## src/rtl/uart_rx.sv

```systemverilog
// 8N1 serial receiver: 2-flop input synchroniser, mid-bit sampling FSM,
// single-cycle data_valid / frame_err pulses.
module uart_rx #(
  parameter int unsigned CLK_PER_BIT = 100
) (
  input  logic       clk,
  input  logic       rst_n,
  input  logic       serial,
  output logic [7:0] data,
  output logic       data_valid,
  output logic       frame_err,
  output logic       busy
);

  localparam int unsigned CW = (CLK_PER_BIT > 1) ? $clog2(CLK_PER_BIT) : 1;
  localparam logic [CW-1:0] CNT_LAST = CW'(CLK_PER_BIT - 1);
  localparam logic [CW-1:0] CNT_MID  = CW'(CLK_PER_BIT / 2 - 1);

  typedef enum logic [2:0] {
    IDLE,
    START,
    DATA,
    STOP,
    BRK
  } state_e;

  state_e          state_q, state_d;
  logic            sync_q, rx_s_q;
  logic [CW-1:0]   cnt_q, cnt_d;
  logic [2:0]      idx_q, idx_d;
  logic [7:0]      shift_q, shift_d;
  logic [7:0]      data_q, data_d;
  logic            dv_q, dv_d;
  logic            fe_q, fe_d;

  // State register
  always_ff @(posedge clk or negedge rst_n) begin
    if (!rst_n) begin
      state_q <= IDLE;
    end else begin
      state_q <= state_d;
    end
  end

  // Datapath registers; synchroniser resets to the idle line level
  always_ff @(posedge clk or negedge rst_n) begin
    if (!rst_n) begin
      sync_q  <= 1'b1;
      rx_s_q  <= 1'b1;
      cnt_q   <= '0;
      idx_q   <= '0;
      shift_q <= '0;
      data_q  <= '0;
      dv_q    <= 1'b0;
      fe_q    <= 1'b0;
    end else begin
      sync_q  <= serial;
      rx_s_q  <= sync_q;
      cnt_q   <= cnt_d;
      idx_q   <= idx_d;
      shift_q <= shift_d;
      data_q  <= data_d;
      dv_q    <= dv_d;
      fe_q    <= fe_d;
    end
  end

  // Next-state logic
  always_comb begin
    state_d = state_q;
    unique case (state_q)
      IDLE:  if (!rx_s_q) state_d = START;
      START: if (cnt_q == CNT_MID) state_d = rx_s_q ? IDLE : DATA;
      DATA:  if (cnt_q == CNT_LAST && idx_q == 3'd7) state_d = STOP;
      STOP:  if (cnt_q == CNT_LAST) state_d = rx_s_q ? IDLE : BRK;
      BRK:   if (rx_s_q) state_d = IDLE;
      default: state_d = IDLE;
    endcase
  end

  // Output / datapath logic
  always_comb begin
    cnt_d   = (cnt_q == CNT_LAST) ? '0 : cnt_q + 1'b1;
    idx_d   = idx_q;
    shift_d = shift_q;
    data_d  = data_q;
    dv_d    = 1'b0;
    fe_d    = 1'b0;
    unique case (state_q)
      IDLE: cnt_d = '0;
      START: begin
        if (cnt_q == CNT_MID) begin
          cnt_d = '0;
          idx_d = '0;
        end
      end
      DATA: begin
        if (cnt_q == CNT_LAST) begin
          shift_d[idx_q] = rx_s_q;
          idx_d          = idx_q + 3'd1;
        end
      end
      STOP: begin
        if (cnt_q == CNT_LAST) begin
          if (rx_s_q) begin
            data_d = shift_q;
            dv_d   = 1'b1;
          end else begin
            fe_d = 1'b1;
          end
        end
      end
      BRK: cnt_d = '0;
      default: cnt_d = '0;
    endcase
  end

  assign data       = data_q;
  assign data_valid = dv_q;
  assign frame_err  = fe_q;
  assign busy       = (state_q != IDLE);

endmodule

```

## config.mk

```make
export PLATFORM = sky130hd
export DESIGN_NAME = uart_rx
export DESIGN_NICKNAME = d
export VERILOG_FILES = /design/src/rtl/uart_rx.sv
export SDC_FILE = /design/constraint.sdc
export NUM_CORES = 1
export LEC_CHECK = 0
export ABC_CLOCK_PERIOD_IN_PS = 2920
export CELL_PAD_IN_SITES_DETAIL_PLACEMENT = 1
export CELL_PAD_IN_SITES_GLOBAL_PLACEMENT = 2
export CORE_MARGIN = 10
export CORE_UTILIZATION = 30
export CTS_CLUSTER_SIZE = 14
export DETAILED_ROUTE_END_ITERATION = 7
export PLACE_DENSITY = 0.62
export SLEW_MARGIN = 40
export SYNTH_ARGS = -nofsm -noshare
export SYNTH_HDL_FRONTEND = slang
export SYNTH_SLANG_ARGS = --single-unit
```

## constraint.sdc

```tcl
create_clock -name clk -period 2.92 [get_ports clk]
set_input_delay 0.584 -clock clk [delete_from_list [all_inputs] [get_ports clk]]
set_output_delay 0.584 -clock clk [all_outputs]
set_load 0.03 [all_outputs]
```

**After elaboration in Yosys (flattened, before gate mapping)**

Cells that the tools add are included.
W data, S select, Z words.

- Flip-flop bits (word level): 33
- Output and inout port bits: 11
- Input bits: 3

- Eq/ne operators: 13
- Add/sub/neg operators: 2
- Order comparisons: 2
- Reduce and logical (&&, ||, !) cells: 10
- Mux-type cells: 23

Operator list:

| operator | count |
|---|---|
| $mux W3 | 8 |
| $pmux W3 S5 | 1 |
| $mux W7 | 2 |
| $pmux W7 S2 | 1 |
| $ne A2 B2 Y1 const B | 6 |
| $bwmux W8 | 1 |
| $add A7 B1 Y7 const B | 1 |
| $eq A7 B6 Y1 const B | 1 |
| $eq A7 B7 Y1 const B | 1 |
| $mux W1 | 7 |
| $eq A3 B2 Y1 const B | 2 |
| $eq A3 B3 Y1 const B | 2 |
| $pmux W3 S2 | 1 |
| $reduce_and A3 Y1 | 2 |
| $reduce_and A5 Y1 | 1 |
| $lt A3 B4 Y1 const B | 1 |
| $add A3 B1 Y3 const B | 1 |
| $demux W1 S3 | 1 |
| $eq A3 B1 Y1 const B | 1 |
| $ge A3 B1 Y1 const B | 1 |
| $logic_not A3 Y1 | 1 |
| $reduce_bool A3 Y1 | 1 |
| $logic_and A1 B1 Y1 | 2 |
| $mux W2 | 1 |
| 3 further kinds | 3 |

**Logic depth before layout (Yosys ltp)**

Gate-level depths: netlist of the first run.

- Word-level depth: 5
- Mapped depth: 6
- Mapped depth without buffers: 6

**Worst setup path after synthesis of the first run**

Ideal clock, no wire load.

- Kind: register -> register
- Start point: reg cnt_q[0]
- End point: reg shift_q[1]
- Buffers on the path: 1
- Stages on the path, launching flop included: 7
- Required time: 2792 ps
- Path slack: 903 ps
- Arrival time: 1890 ps
- Path through: dfrtp_1 -> ha_1 -> nand4b_1 -> or4_4 -> buf_6 -> nor4b_2 -> mux2_1

- Longest elaborated chain between the ends: 2

RTL lines:

| what | line | text |
|---|---|---|
| from (decl) | 29 | `logic [CW-1:0] cnt_q, cnt_d;` |
| from (signal assigned) | 59 | `cnt_q <= cnt_d;` |
| $eq A7 B7 Y1 | 98 | `if (cnt_q == CNT_LAST) begin` |
| $reduce_and A2 Y1 (no source line) | -- |  |
| to (signal assigned) | 61 | `shift_q <= shift_d;` |
| to (decl) | 31 | `logic [7:0] shift_q, shift_d;` |

Every way passes these cells.
A chain may end at the register's enable or synchronous reset.

**Worst setup path after layout of the first run**

- Start point: reg state_q[1]
- End point: out busy

- Longest elaborated chain between the ends: 1

RTL lines:

| what | line | text |
|---|---|---|
| from (decl) | 27 | `state_e state_q, state_d;` |
| from (signal assigned) | 41 | `state_q <= state_d;` |
| $reduce_bool A3 Y1 | 121 | `assign busy = (state_q != IDLE);` |
| to (decl) | 12 | `output logic busy` |

Every way passes these cells.

==> results of run 1 <==
-- worst max-delay path, stage by stage, from the launching register on --
cell             delay, ns
dfrtp_1               0.52
or3_1                 0.39
clkdlybuf4s50_1       0.60
-- power by group --
group           total, W  internal, W  switching [W]
registers       0.000463     0.000460     0.00000317
clock network   0.000342     0.000187       0.000155
logic          0.0000130   0.00000394     0.00000909
-- path summary, 6_finish.rpt --
kind	start	to	slack, ns	cells past startpoint
max	state_q[1]	busy	0.54	2
min	sync_q	rx_s_q	0.36	0
max reg2reg	cnt_q[0]	shift_q[1]	0.77	5
min reg2reg	sync_q	rx_s_q	0.36	0
max in group asynchronous	rst_n	rx_s_q	1.87	2
min in group asynchronous	rst_n	idx_q[2]	0.71	2
-- flip-flops by register name, summed over array words and instances (netlist names) --
register / flops
sync_q: 1
frame_err: 1
data: 8
shift_q: 8
data_valid: 1
cnt_q: 7
idx_q: 3
state_q: 3
rx_s_q: 1
-- cell type report --
| type | instances | area [sq um] | share of cell area |
|---|---|---|---|
| Timing Repair Buffer | 14 | 138 | 0.0771 |
| Clock buffer | 7 | 86.3 | 0.0484 |
| Inverter | 4 | 15.0 | 0.00842 |
| Multi-Input combinational cell | 84 | 633 | 0.355 |
| Sequential cell | 33 | 828 | 0.464 |
| Tap cell | 67 | 83.8 | 0.0470 |
-- cell usage after synthesis, types with 2 or more instances --
cell type	n	area (sq um)
nor4_1	6	37.5
nand2_1	7	26.3
nor3_1	5	25.0
mux2_2	10	113
dfstp_2	2	52.6
nand2b_1	2	12.5
a32o_1	2	20.0
o21ai_0	2	10.0
nor2_1	12	45.0
or2_2	2	12.5
xor2_1	2	17.5
dfrtp_1	31	776
or3_1	2	12.5
mux2_1	6	67.6
nand3_1	3	15.0
inv_1	4	15.0
nor4b_2	2	30.0
xnor2_1	3	26.3
ha_1	4	50.1
clkbuf_1	5	18.8
a21oi_1	2	10.0
nand4b_1	2	17.5
-- cells by family after synthesis --
family / Yosys count
xor gates and xnor gates: 5
adders and majority gates: 4
and+or+nand+nor: 49
DFF: 33
muxes: 16
buffers and inverters: 10
AOI/OAI and AO/OA: 10
-- per-layer routing --
layer | GRT usage | routed length, um
met3 | 0.0399 | 196
met5 | 0 | 0
met1 | 0.110 | 1570
met2 | 0.112 | 1350
met4 | 0.0444 | 87
-- stage by stage --
step | std cells | utilization | setup slack (ns) | area (sq um) | hold WS, ns
6_report | 209 | 0.373 | 0.539 | 1780 | 0.359
5_1_grt | 209 | 0.373 | 0.466 | 1780 | 0.365
4_1_cts | 209 | 0.373 | 0.524 | 1780 | 0.360
3_5_place_dp | 202 | 0.355 | 0.749 | 1700 | 0.351
3_3_place_gp | 202 | 0.355 | 0.811 | 1700 | 0.349
2_1_floorplan | 127 | - | 0.903 | 1510 | 0.288
-- layout by cell type, fill, tap and decap left out, drive strengths merged, types with 2 or more instances in the layout --
cell type / Yosys / layout
nand3: 3 / 3
mux2: 16 / 16
inv: 4 / 4
ha: 4 / 4
nor4: 6 / 6
dfrtp: 31 / 31
nor3: 5 / 5
nor2: 12 / 12
dfstp: 2 / 2
a32o: 2 / 2
clkdlybuf4s50: 0 / 13
clkbuf: 5 / 7
nand2b: 2 / 2
or3: 2 / 2
nand2: 7 / 7
or2: 3 / 3
xnor2: 3 / 3
a21oi: 2 / 2
o21ai: 2 / 2
nor4b: 2 / 2
nand4b: 2 / 2
xor2: 2 / 2
==> out/metrics.csv, run 1 <==
stage,metric,value,unit
timing,hold_viol_final,0,
clock_network,cts_tree,yes,
die,die_y,90.9,um
clock_network,cts_buffers,5,
timing,fin_crit,2.38,ns
timing,finalCritPeriodShare,0.815,
synthesis,synth.mux.area_fraction,0.120,
synthesis,syn_avg_cell_area,11.9,sq um
synthesis,syn_area,1510,sq um
cells_and_area,diodes,0,
synthesis,synthAdderAreaFrac,0.0332,
clock_network,cts_max_path_buffers,2,
synthesis,yosys_warnings,0,
global_route,grt_antenna_before_repair,0,
critical_path,crit_path_start_kind,register,
power,power_leakage,0.804,nW
critical_path,path_class,reg2out,
synthesis,synth_xor_area_frac,0.0291,
drt,drtIter0Drc,46,
die,rows,25,
timing,setup_violations,0,
die,core-area,4790,sq um
drt,dr_total_vias,1007,
cells_and_area,fillers,529,
critical_path,critPathArrivalTime,1.80,ns
global_route,grtUsageTotal,0.0846,
power,vdd_drop_max,276,uV
timing,slew_headroom,0.717,
timing,finClkSkew,0.00391,ns
placement,gp_congestion,0.709,
drt,via_per_inst,4.82,
clock_network,clock_sinks,33,
job,max_cap_viol_count,0,
cells_and_area,area_growth,18.4,%
synthesis,synth_nets,134,
drt,drt-pass1-iter-count,2,
clock_network,post_cts_buffers,0,
timing,timing.fmax,420,MHz
drt,drc,0,
power,p_total,0.000818,W
synthesis,synth_edf_count,0,
global_route,grt_pass1_wl,5.63,mm
worst_hold_path,min_path_type,reg2reg,
synthesis,yosysUniqueCellTypes,33,
synthesis,synth-seq-area-share,0.550,
critical_path,crit_fanout,13,
global_route,grt_pass1_vias,1074,
synthesis,synth_top_family_by_area,simple AND/OR/NAND/NOR gates,
placement,port_buffers,13,
clock_network,insertion_delay,0.28,ns
cells_and_area,nets,149,
clock_network,htree_levels,2,
timing,tns,0,ns
timing,rsz0062_at_grt,no,
outcome,status,"finished, final reports clean",
drt,wl_per_cell,15.3,um
power,powerDensity,459,nW/um^2
clock_network,ctsHoldBuffers,0,
die,initial_core_util,0.315,
placement,dpl.hpwl,2.27,mm
die,ios,14,
synthesis,synthArstFlopShare,1.00,
die,die_area,8260,sq um
critical_path,end_kind,output pin,
timing,drv_slew,0,
clock_network,cts_resized,0,
die,die_w,90.9,um
synthesis,ys_seq_elements,33,
cells_and_area,drive_above_1_share,0.183,
clock_network,root_buffer,clkbuf_8,
drt,drtAntennaViolNets,0,
synthesis,synthSimpleGateAreaFrac,0.190,
global_route,grt_max_degree,34,
synthesis,synth_compound_area_frac,0.0482,
synthesis,netlist_instances,127,
global_route,grt_overflow_total,0,
clock_network,path_clk_slew,0.06,ns
critical_path,crit_required,2.34,ns
timing,tightest_slew,0.424,ns
drt,wl,3.20,mm
synthesis,ys.flop_type,dfrtp_1,
(Power assumes the default switching activity.)
==> run 2, diff against run 1 <==
--- a/config.mk
+++ b/config.mk
@@ -5,14 +5,14 @@
 export SDC_FILE = /design/constraint.sdc
 export NUM_CORES = 1
 export LEC_CHECK = 0
-export ABC_CLOCK_PERIOD_IN_PS = 2920
+export ABC_CLOCK_PERIOD_IN_PS = 2000
 export CELL_PAD_IN_SITES_DETAIL_PLACEMENT = 1
 export CELL_PAD_IN_SITES_GLOBAL_PLACEMENT = 2
 export CORE_MARGIN = 10
 export CORE_UTILIZATION = 30
 export CTS_CLUSTER_SIZE = 14
 export DETAILED_ROUTE_END_ITERATION = 7
-export PLACE_DENSITY = 0.62
+export PLACE_DENSITY = 0.64
 export SLEW_MARGIN = 40
 export SYNTH_ARGS = -nofsm -noshare
 export SYNTH_HDL_FRONTEND = slang
==> constraint.sdc (replaced) <==
create_clock -name clk -period 2 [get_ports clk]
set_input_delay 0.4 -clock clk [delete_from_list [all_inputs] [get_ports clk]]
set_output_delay 0.4 -clock clk [all_outputs]
set_load 0.03 [all_outputs]
==> run 2 against run 1 <==
  * Utilization up 2.2 points
  * Final cell count grew 5.7%
  * Design area grew 5.9%
  * Non-clock buffer count up 11
  * Count of clock-buffer cells in the layout shrank 2
  * Register-to-register slack got worse by 0.75 ns
  * Critical path type is now reg2reg
==> out/metrics.csv, run 2 (synthesis gave the netlist of run 1 again) <==
stage,metric,value,unit
critical_path,path_class,reg2reg,
drt,wl,3.26,mm
cells_and_area,final_area,1890,sq um
clock_network,post_cts_buffers,0,
global_route,grt_max_degree,34,
outcome,status,"finished, final reports clean",
die,core-area,4790,sq um
critical_path,crit_path_start_kind,register,
cells_and_area,drive_above_1_share,0.286,
clock_network,insertion_delay,0.27,ns
global_route,grt_overflow_total,0,
timing,finClkSkew,0.00298,ns
drt,drc,0,
global_route,grt_antenna_before_repair,0,
die,die_y,90.9,um
global_route,grt_pass1_vias,1150,
drt,dr_total_vias,1039,
critical_path,cp_top_family,simple AND/OR/NAND/NOR gates,
die,rows,25,
drt,drtIter0Drc,54,
critical_path,crit_fanout,9,
timing,slew_headroom,0.721,
cells_and_area,diodes,0,
critical_path,end_kind,register,
placement,gp_congestion,0.743,
cells_and_area,fin_util,0.395,
placement,port_buffers,13,
drt,drtAntennaViolNets,0,
job,max_cap_viol_count,0,
critical_path,path_cells,ha_2 > nand4b_1 > or4_4 > nor4b_2 > mux2_1,
clock_network,clock_sinks,33,
clock_network,cts_buffers,5,
cells_and_area,fillers,527,
timing,tightest_slew,0.418,ns
drt,via_per_inst,4.70,
cells_and_area,final_cell_mix,"dfrtp_1 (31), nor2_1 (12), clkdlybuf4s50_1 (12), buf_4 (12), mux2_2 (10)",
drt,drt-pass1-iter-count,4,
cells_and_area,layout.cells.non_filler,221,
critical_path,slowest_delay,0.53,ns
critical_path,crit_required,2.16,ns
die,ios,14,
die,initial_core_util,0.315,
power,powerDensity,619,nW/um^2
clock_network,cts_tree,yes,
clock_network,cts_resized,3,
cells_and_area,area_growth,25.4,%
critical_path,crit_slowest_cell,or4_4,
worst_hold_path,min_path_type,reg2reg,
die,die_area,8260,sq um
timing,setup_violations,0,
clock_network,root_buffer,clkbuf_8,
timing,fin_crit,1.98,ns
placement,placed_cell_area,1780,sq um
die,die_w,90.9,um
drt,wl_per_cell,14.8,um
global_route,grt_pass1_wl,5.82,mm
clock_network,cts_max_path_buffers,2,
timing,rsz0062_at_grt,yes,
placement,dpl.hpwl,2.40,mm
cells_and_area,nets,160,
timing,drv_slew,0,
clock_network,htree_levels,2,
critical_path,critPathArrivalTime,2.14,ns
timing,hold_viol_final,0,
timing,finalCritPeriodShare,0.992,
critical_path,crit_buf_inv,0,
power,vdd_drop_max,420,uV
timing,timing.fmax,504,MHz
placement,dp.cells,213,
clock_network,ctsHoldBuffers,0,
global_route,grtUsageTotal,0.0856,
power,power_leakage,0.855,nW
cells_and_area,final_common_cell,dfrtp_1,
clock_network,path_clk_slew,0.07,ns
-- run 2: power breakdown --
part	total (W)	internal, W	switching [W]
clock network	0.000474	0.000240	0.000235
logic	0.0000190	0.00000581	0.0000132
registers	0.000676	0.000671	0.00000475
total	0.00117	0.000917	0.000253
-- run 2: worst paths after layout --
check | start | to | slack (ns) | depth (start not counted)
setup / recovery | cnt_q[1] | shift_q[3] | 0.02 | 5
hold / removal | sync_q | rx_s_q | 0.36 | 0
setup reg to reg | cnt_q[1] | shift_q[3] | 0.02 | 5
hold reg to reg | sync_q | rx_s_q | 0.36 | 0
max in group asynchronous | rst_n | rx_s_q | 1.14 | 2
min in group asynchronous | rst_n | data[3] | 0.53 | 2
-- run 2: final cells by class --
type | instances | area (sq um) | share of cell area
Sequential cell | 33 | 828 | 0.438
Clock inverter | 3 | 17.5 | 0.00927
Timing Repair Buffer | 25 | 219 | 0.116
Tap cell | 67 | 83.8 | 0.0444
Clock buffer | 5 | 68.8 | 0.0364
Multi-Input combinational cell | 84 | 657 | 0.348
Inverter | 4 | 15.0 | 0.00795
-- run 2: metrics by stage --
stage	setup TNS (ns)	power (W)	hold slack, ns	setup WS (ns)
5_1_grt	-0.472	0.00123	0.367	-0.0868
6_report	0	0.00117	0.359	0.0150
3_3_place_gp	0	0.000708	0.350	0.0118
3_5_place_dp	-0.0143	0.000709	0.348	-0.0143
4_1_cts	-0.0158	0.00120	0.362	-0.0103
2_1_floorplan	-0.0146	0.000688	0.104	-0.00393
-- run 2: metal layers --
| layer | share of wire | track usage | routed length [um] |
|---|---|---|---|
| met5 | 0 | 0 | 0 |
| met4 | 0.0070 | 0.0274 | 23 |
| met3 | 0.050 | 0.0316 | 164 |
| met2 | 0.47 | 0.130 | 1530 |
| met1 | 0.47 | 0.109 | 1550 |
